===== config.mk =====
export PLATFORM = sky130hd
export DESIGN_NAME = video_fetch_arbiter
export DESIGN_NICKNAME = d
export VERILOG_FILES = /design/src/rtl/video_fetch_arbiter.sv
export SDC_FILE = /design/constraint.sdc
export NUM_CORES = 1
export LEC_CHECK = 0
export CORE_ASPECT_RATIO = 1.4
export CORE_MARGIN = 1
export CORE_UTILIZATION = 50
export CTS_CLUSTER_DIAMETER = 100
export DETAILED_ROUTE_END_ITERATION = 8
export GPL_ROUTABILITY_DRIVEN = 0
export PLACE_DENSITY = 0.78
export SLEW_MARGIN = 20
export SYNTH_ARGS = -nofsm -noshare
export SYNTH_HDL_FRONTEND = slang
export SYNTH_SLANG_ARGS = --single-unit

===== constraint.sdc =====
create_clock -name Clk -period 2.4 [get_ports Clk]
set_input_delay 0.6 -clock Clk [delete_from_list [all_inputs] [get_ports Clk]]
set_output_delay 0.6 -clock Clk [all_outputs]
set_load 0.01 [all_outputs]

===== src/rtl/video_fetch_arbiter.sv =====
// Shared video RAM arbiter: fixed-priority video fetch over CPU access, two-cycle
// accesses, with row/line address generation for a character-row display.
module video_fetch_arbiter #(
  parameter int unsigned ADDR_W = 16
) (
  input  logic              Clk,
  input  logic              RstN,
  input  logic              FieldStart,
  input  logic              LineEnd,
  input  logic              Load,
  input  logic              DispActive,
  input  logic [ADDR_W-1:0] VidBase,
  input  logic [3:0]        RowRepeat,
  input  logic              CpuReq,
  input  logic              CpuWe,
  input  logic [ADDR_W-1:0] CpuAddr,
  output logic [ADDR_W-1:0] RamAddr,
  output logic              RamCe,
  output logic              RamWe,
  output logic              CpuAck,
  output logic              VidLatch,
  output logic              Overrun
);

  typedef enum logic [2:0] {IDLE, VID1, VID2, CPU1, CPU2} state_t;

  state_t            state, state_nxt;
  logic              armed;
  logic              cpu_start;
  logic              load_valid;
  logic [ADDR_W-1:0] vid_addr, row_start, vid_addr_inc;
  logic [ADDR_W-1:0] cpu_addr_q;
  logic              cpu_we_q;
  logic [3:0]        line_cnt;
  logic              vid_pend, overrun_q;

  assign load_valid   = Load & DispActive;
  assign cpu_start    = (state == IDLE) && (state_nxt == CPU1);
  assign vid_addr_inc = (state == VID2) ? vid_addr + ADDR_W'(1) : vid_addr;
  assign Overrun      = overrun_q;

  // armed holds IDLE for the first edge after reset so no access starts before the second edge
  always_ff @(posedge Clk or negedge RstN) begin
    if (!RstN) begin
      state <= IDLE;
      armed <= 1'b0;
    end else begin
      state <= state_nxt;
      armed <= 1'b1;
    end
  end

  always_comb begin
    state_nxt = state;
    RamAddr   = vid_addr;
    RamCe     = 1'b0;
    RamWe     = 1'b0;
    CpuAck    = 1'b0;
    VidLatch  = 1'b0;
    case (state)
      IDLE: begin
        if (armed) begin
          if (vid_pend)    state_nxt = VID1;
          else if (CpuReq) state_nxt = CPU1;
        end
      end
      VID1: begin
        RamCe     = 1'b1;
        state_nxt = VID2;
      end
      VID2: begin
        RamCe     = 1'b1;
        VidLatch  = 1'b1;
        state_nxt = IDLE;
      end
      CPU1: begin
        RamCe     = 1'b1;
        RamAddr   = cpu_addr_q;
        RamWe     = cpu_we_q;
        state_nxt = CPU2;
      end
      CPU2: begin
        RamCe     = 1'b1;
        RamAddr   = cpu_addr_q;
        RamWe     = cpu_we_q;
        CpuAck    = 1'b1;
        state_nxt = IDLE;
      end
      default: state_nxt = IDLE;
    endcase
  end

  // CPU address/write are captured on entry to CPU1 so outputs never follow inputs combinationally
  always_ff @(posedge Clk or negedge RstN) begin
    if (!RstN) begin
      cpu_addr_q <= '0;
      cpu_we_q   <= 1'b0;
    end else if (cpu_start) begin
      cpu_addr_q <= CpuAddr;
      cpu_we_q   <= CpuWe;
    end
  end

  always_ff @(posedge Clk or negedge RstN) begin
    if (!RstN) begin
      vid_pend  <= 1'b0;
      overrun_q <= 1'b0;
    end else if (FieldStart) begin
      vid_pend  <= 1'b0;
      overrun_q <= 1'b0;
    end else begin
      if (load_valid)            vid_pend <= 1'b1;
      else if (state == VID2)    vid_pend <= 1'b0;
      if (load_valid && vid_pend && (state != VID2)) overrun_q <= 1'b1;
    end
  end

  // LineEnd sees the post-increment address, so a row capture includes a fetch finishing this cycle
  always_ff @(posedge Clk or negedge RstN) begin
    if (!RstN) begin
      vid_addr  <= '0;
      row_start <= '0;
      line_cnt  <= '0;
    end else if (FieldStart) begin
      vid_addr  <= VidBase;
      row_start <= VidBase;
      line_cnt  <= '0;
    end else if (LineEnd) begin
      if (line_cnt == RowRepeat) begin
        line_cnt  <= '0;
        row_start <= vid_addr_inc;
        vid_addr  <= vid_addr_inc;
      end else begin
        line_cnt  <= line_cnt + 4'd1;
        vid_addr  <= row_start;
      end
    end else begin
      vid_addr <= vid_addr_inc;
    end
  end

endmodule


* Word-level counts from Yosys, hierarchy flattened *
Cells that the tools add are included.

storage, ports and cells
  flip-flop bits (word level) = 59
  output and inout bits = 21
  word-level logic and storage cells = 51

operators by class
  $add $sub $neg = 2
  eq/ne operators = 7
  mux-type cells = 23
  bitwise gates (word level) = 1
  reductions and logical operators = 9

operator list
  operator                 number
  $mux W16                 7
  $add A16 B1 Y16 const B  1
  $mux W4                  3
  $eq A3 B2 Y1 const B     3
  $mux W1                  9
  $mux W3                  3
  $pmux W3 S3              1
  $add A4 B1 Y4 const B    1
  $eq A4 B4 Y1             1
  $reduce_bool A2 Y1       2
  $reduce_or A4 Y1         1
  $eq A3 B1 Y1 const B     1
  $eq A3 B3 Y1 const B     1
  $logic_and A1 B1 Y1      3
  $logic_not A3 Y1         1
  $ne A3 B2 Y1 const B     1
  $reduce_bool A3 Y1       1
  $reduce_or A2 Y1         1
  $and A1 B1 Y1            1

* Longest topological paths before layout *
  depth in word-level cells = 6
  gate-level depth with buffers = 7
  gate-level depth less buffers = 6

* Worst setup path before layout *
No wires, ideal clock.

  kind = register -> output
  from = register state[0]
  to = output port RamAddr[10]
  arrival time = 1.682 ns
  data required time = 1.800 ns
  slack = 0.118 ns
  stages on the path, launching flop included = 6
  path buffers = 1
  cells stage by stage = dfrtp_1 nor2_1 and2_1 nor2_1 buf_2 mux2_2

between the ends
  longest elaborated chain between the ends = 3
  elaborated cells on any way between the ends = 4
  those cells by class = eq/ne: 2; mux: 1; reduce/logical: 1

RTL lines
  element                                       line  text
  start: declaration                            27    state_t state, state_nxt;
  start signal: assignment                      48    state <= state_nxt;
  $eq A3 B2 Y1 or $eq A3 B3 Y1 (tied branches)  60    case (state)
  $reduce_or A2 Y1 (no line) *                  -
  $mux W16 *                                    60
  end: declaration                              17    output logic [ADDR_W-1:0] RamAddr,

Every way passes the cells marked *; elsewhere a longest branch is shown, timed or not.

* Final worst setup path *
  from = register state[1]
  to = output port RamAddr[10]

Same word-level chain as after synthesis.

==> out/qor.yml <==
yosys:
  synth_top_family_by_area: "multiplexers"
  ys_types: 43
  ys.flop_type: "dfrtp_1"
  syn_inst: 286
  syn_area_um2: 3090
  synthXorXnorAreaFrac_pct: 5.10
  ys_ff_latch: 59
  synth_nets: 332
  synthArstFlopShare_pct: 100
  yosys.area_share.simple_pct: 14.3
  post-synth-top-count-cell: "dfrtp_1"
  synthMuxAreaShare_pct: 19.2
  synth_compound_area_share_pct: 9.67
  yosys-top-cells-area: "dfrtp_1, mux2_2, mux2i_1"
  yosys_warnings: 0
  synth_top_area_share_pct: 47.8
  synthAdderAreaFrac_pct: 0.809
  netlist_top_cells_count: "dfrtp_1, mux2_2, nand2_1, o21ai_0, mux2i_1"
  yosysSeqAreaShare_pct: 47.8
  yosysTopAreaCell: "dfrtp_1"
  syn_avg_cell_area_um2: 10.8
  synth-edff-count: 0
detailed_routing:
  dr_total_vias: 2495
  wl_per_cell_um: 17.0
  drtIter0Drc: 148
  viasPerCell: 5.67
  antenna_left: 0
  drc: 0
  routed_wl_um: 7480
  drtPass1Iterations: 5
pwr:
  swShare_pct: 29.6
  clock_power_share_pct: 26.7
  switchingPower_w: 0.000801
  power.internal_w: 0.00191
  p_seq_share_pct: 48.1
  peakVddDrop_uv: 466
  combPwrFrac_pct: 25.3
  leakagePower_nw: 1.74
  cellPowerDensity_nw_per_um2: 675
die:
  die_h_um: 95.0
  die_w_um: 68.5
  start_util_pct: 52.4
  fp-row-count: 33
  io_pins: 65
  die_area_um2: 6510
  core_region_area_um2: 5900
grt:
  grt_use_total_pct: 25.9
  grt_util_met3_pct: 4.19
  grt_use_met2_pct: 44.3
  grt-busiest-layer: "met2"
  antenna_found_initial: 0
  grt_pass1_vias: 2574
  grt_first_pass_wirelength_um: 12100
  met1_usage_pct: 29.8
  grt.overflow.total: 0
  grt_max_degree: 34
placed_design:
  dpl.hpwl_um: 5420
  pre_cts_slack_ns: -0.0359
  detailed_place.area_um2: 3890
  io_buffers: 64
finish:
  drive_gt1_share_pct: 24.9
  fin_area_um2: 4010
  syn_to_final_growth_pct: 29.7
  fill_cells: 498
  n_antenna_cell: 0
  nNetsFinal: 413
clock_tree:
  cts_buffers: 9
  clk_latency_ns: 0.34
  tritoncts: "yes"
  cts-root-buf: "clkbuf_8"
  cts_max_level: 3
  clk_pin_slew_ns: 0.07
  cts.sink_count: 59
  clockBufferDepth: 2
worst_setup_path:
  endpoint_kind: "primary output"
  max_stage_delay_ns: 0.38
  cp-start-kind: "flop"
  path_buf_inv: 2
  cp_data_arrival_time_ns: 1.73
  slowest_stage: "dfrtp_1"
  cp.required_ns: 1.80
  crit_family: "flip-flops"
  cp_cell_sequence: "nor2_2 -> and2_4 -> nor2_4 -> buf_6 -> mux2_2 -> buf_2"
  worst-path-max-fanout: 8
  critPathKind: "reg2out"
run_status:
  status: "completed"
timing:
  finClkSkew_ns: 0.0106
  finalSetupViolations: 0
  slew_violations: 0
  fin_tns_setup_ns: 0
  hold_slack_ns: 0.203
  hold_violations: 0
  fin_crit_ns: 2.33
  fmax_ghz: 0.429
  finalCritPeriodShare_pct: 97.2
  layout_setup_ws_ns: 0.0667
min_path:
  hp-class: "in2async"
flow_run:
  cap_violations: 0
layout make-up:
type | instances | area, µm² | share of cell area, %
multi-input cells | 208 | 1550 | 38.6
inverters | 5 | 20.0 | 0.499
clock inverters | 4 | 20.0 | 0.499
flip-flops and latches | 59 | 1480 | 36.8
clock buffers | 10 | 128 | 3.18
well taps | 70 | 87.6 | 2.18
repair buffers | 84 | 729 | 18.2
sequential cells by signal, indices dropped and copies added, names as in the netlist:
name,flops
vid_addr,16
row_start,16
cpu_we_q,1
Overrun,1
cpu_addr_q,16
vid_pend,1
line_cnt,4
state,3
armed,1
final timing paths:
| path | slack, ns | endpoint | startpoint | depth (start not counted) |
|---|---|---|---|---|
| hold reg to reg | 0.50 | cpu_addr_q[15] | cpu_addr_q[15] | 1 |
| min in group Clk | 0.50 | cpu_addr_q[15] | cpu_addr_q[15] | 1 |
| setup reg to reg | 0.17 | row_start[11] | state[1] | 8 |
| setup / recovery | 0.07 | RamAddr[10] | state[1] | 6 |
| max in group asynchronous | 1.54 | state[0] | RstN | 2 |
| hold / removal | 0.20 | vid_addr[2] | RstN | 1 |
layer usage:
layer | wire length [µm] | up-vias
met5 | 0 | -
met4 | 183 | 0
met3 | 257 | 15
met2 | 3990 | 66
met1 | 3050 | 1223
li1 | - | 1191
what timing repair did:
item	in CTS	in global routing
setup buffers	2	1
endpoints found under the setup margin	18	15
resized for setup	62	13
hold buffers	0	0
gates cloned	1	0
pin swaps	1	2
kinds of logic (layout without fill, tap and decap cells):
logic type               after synthesis  count (layout)
adder cells (fa/ha/maj)                2               2
flip-flops                            59              59
buffers and inverters                 19             103
AO/OA/AOI/OAI                         47              47
other                                  1               1
AND/OR/NAND/NOR                       85              85
multiplexers                          55              55
XOR/XNOR                              18              18
metrics by stage:
step | cells | total power (W) | utilization (%)
after detailed placement | 423 | 0.00202 | 65.9
after CTS | 440 | 0.00274 | 69.1
after global routing | 440 | 0.00284 | 67.9
final | 440 | 0.00271 | 67.9
after global placement | 423 | 0.00200 | 65.9
after floorplan | 286 | 0.00168 | -
power by group through the flow:
stage          Combinational [W]  Clock [W]  Sequential (W)
6_report                0.000685   0.000722         0.00130
5_1_grt                 0.000746   0.000776         0.00132
4_1_cts                 0.000711   0.000733         0.00130
3_5_place_dp            0.000709          0         0.00131
3_3_place_gp            0.000689          0         0.00131
2_1_floorplan           0.000414          0         0.00127
cell usage in the layout, fill, tap and decap left out, types with 5 or more instances in the layout:
cell type	n
buf_2	15
mux2_2	33
o221ai_1	6
clkdlybuf4s50_1	45
dfrtp_1	59
nor3_1	5
nand2_1	28
xnor2_1	8
o21ai_0	22
nor2_1	16
mux2i_1	21
buf_4	17
xor2_1	10
clkinv_2	5
nand2b_1	5
nand4_1	5
clkbuf_8	9
(Power assumes the default switching activity.)
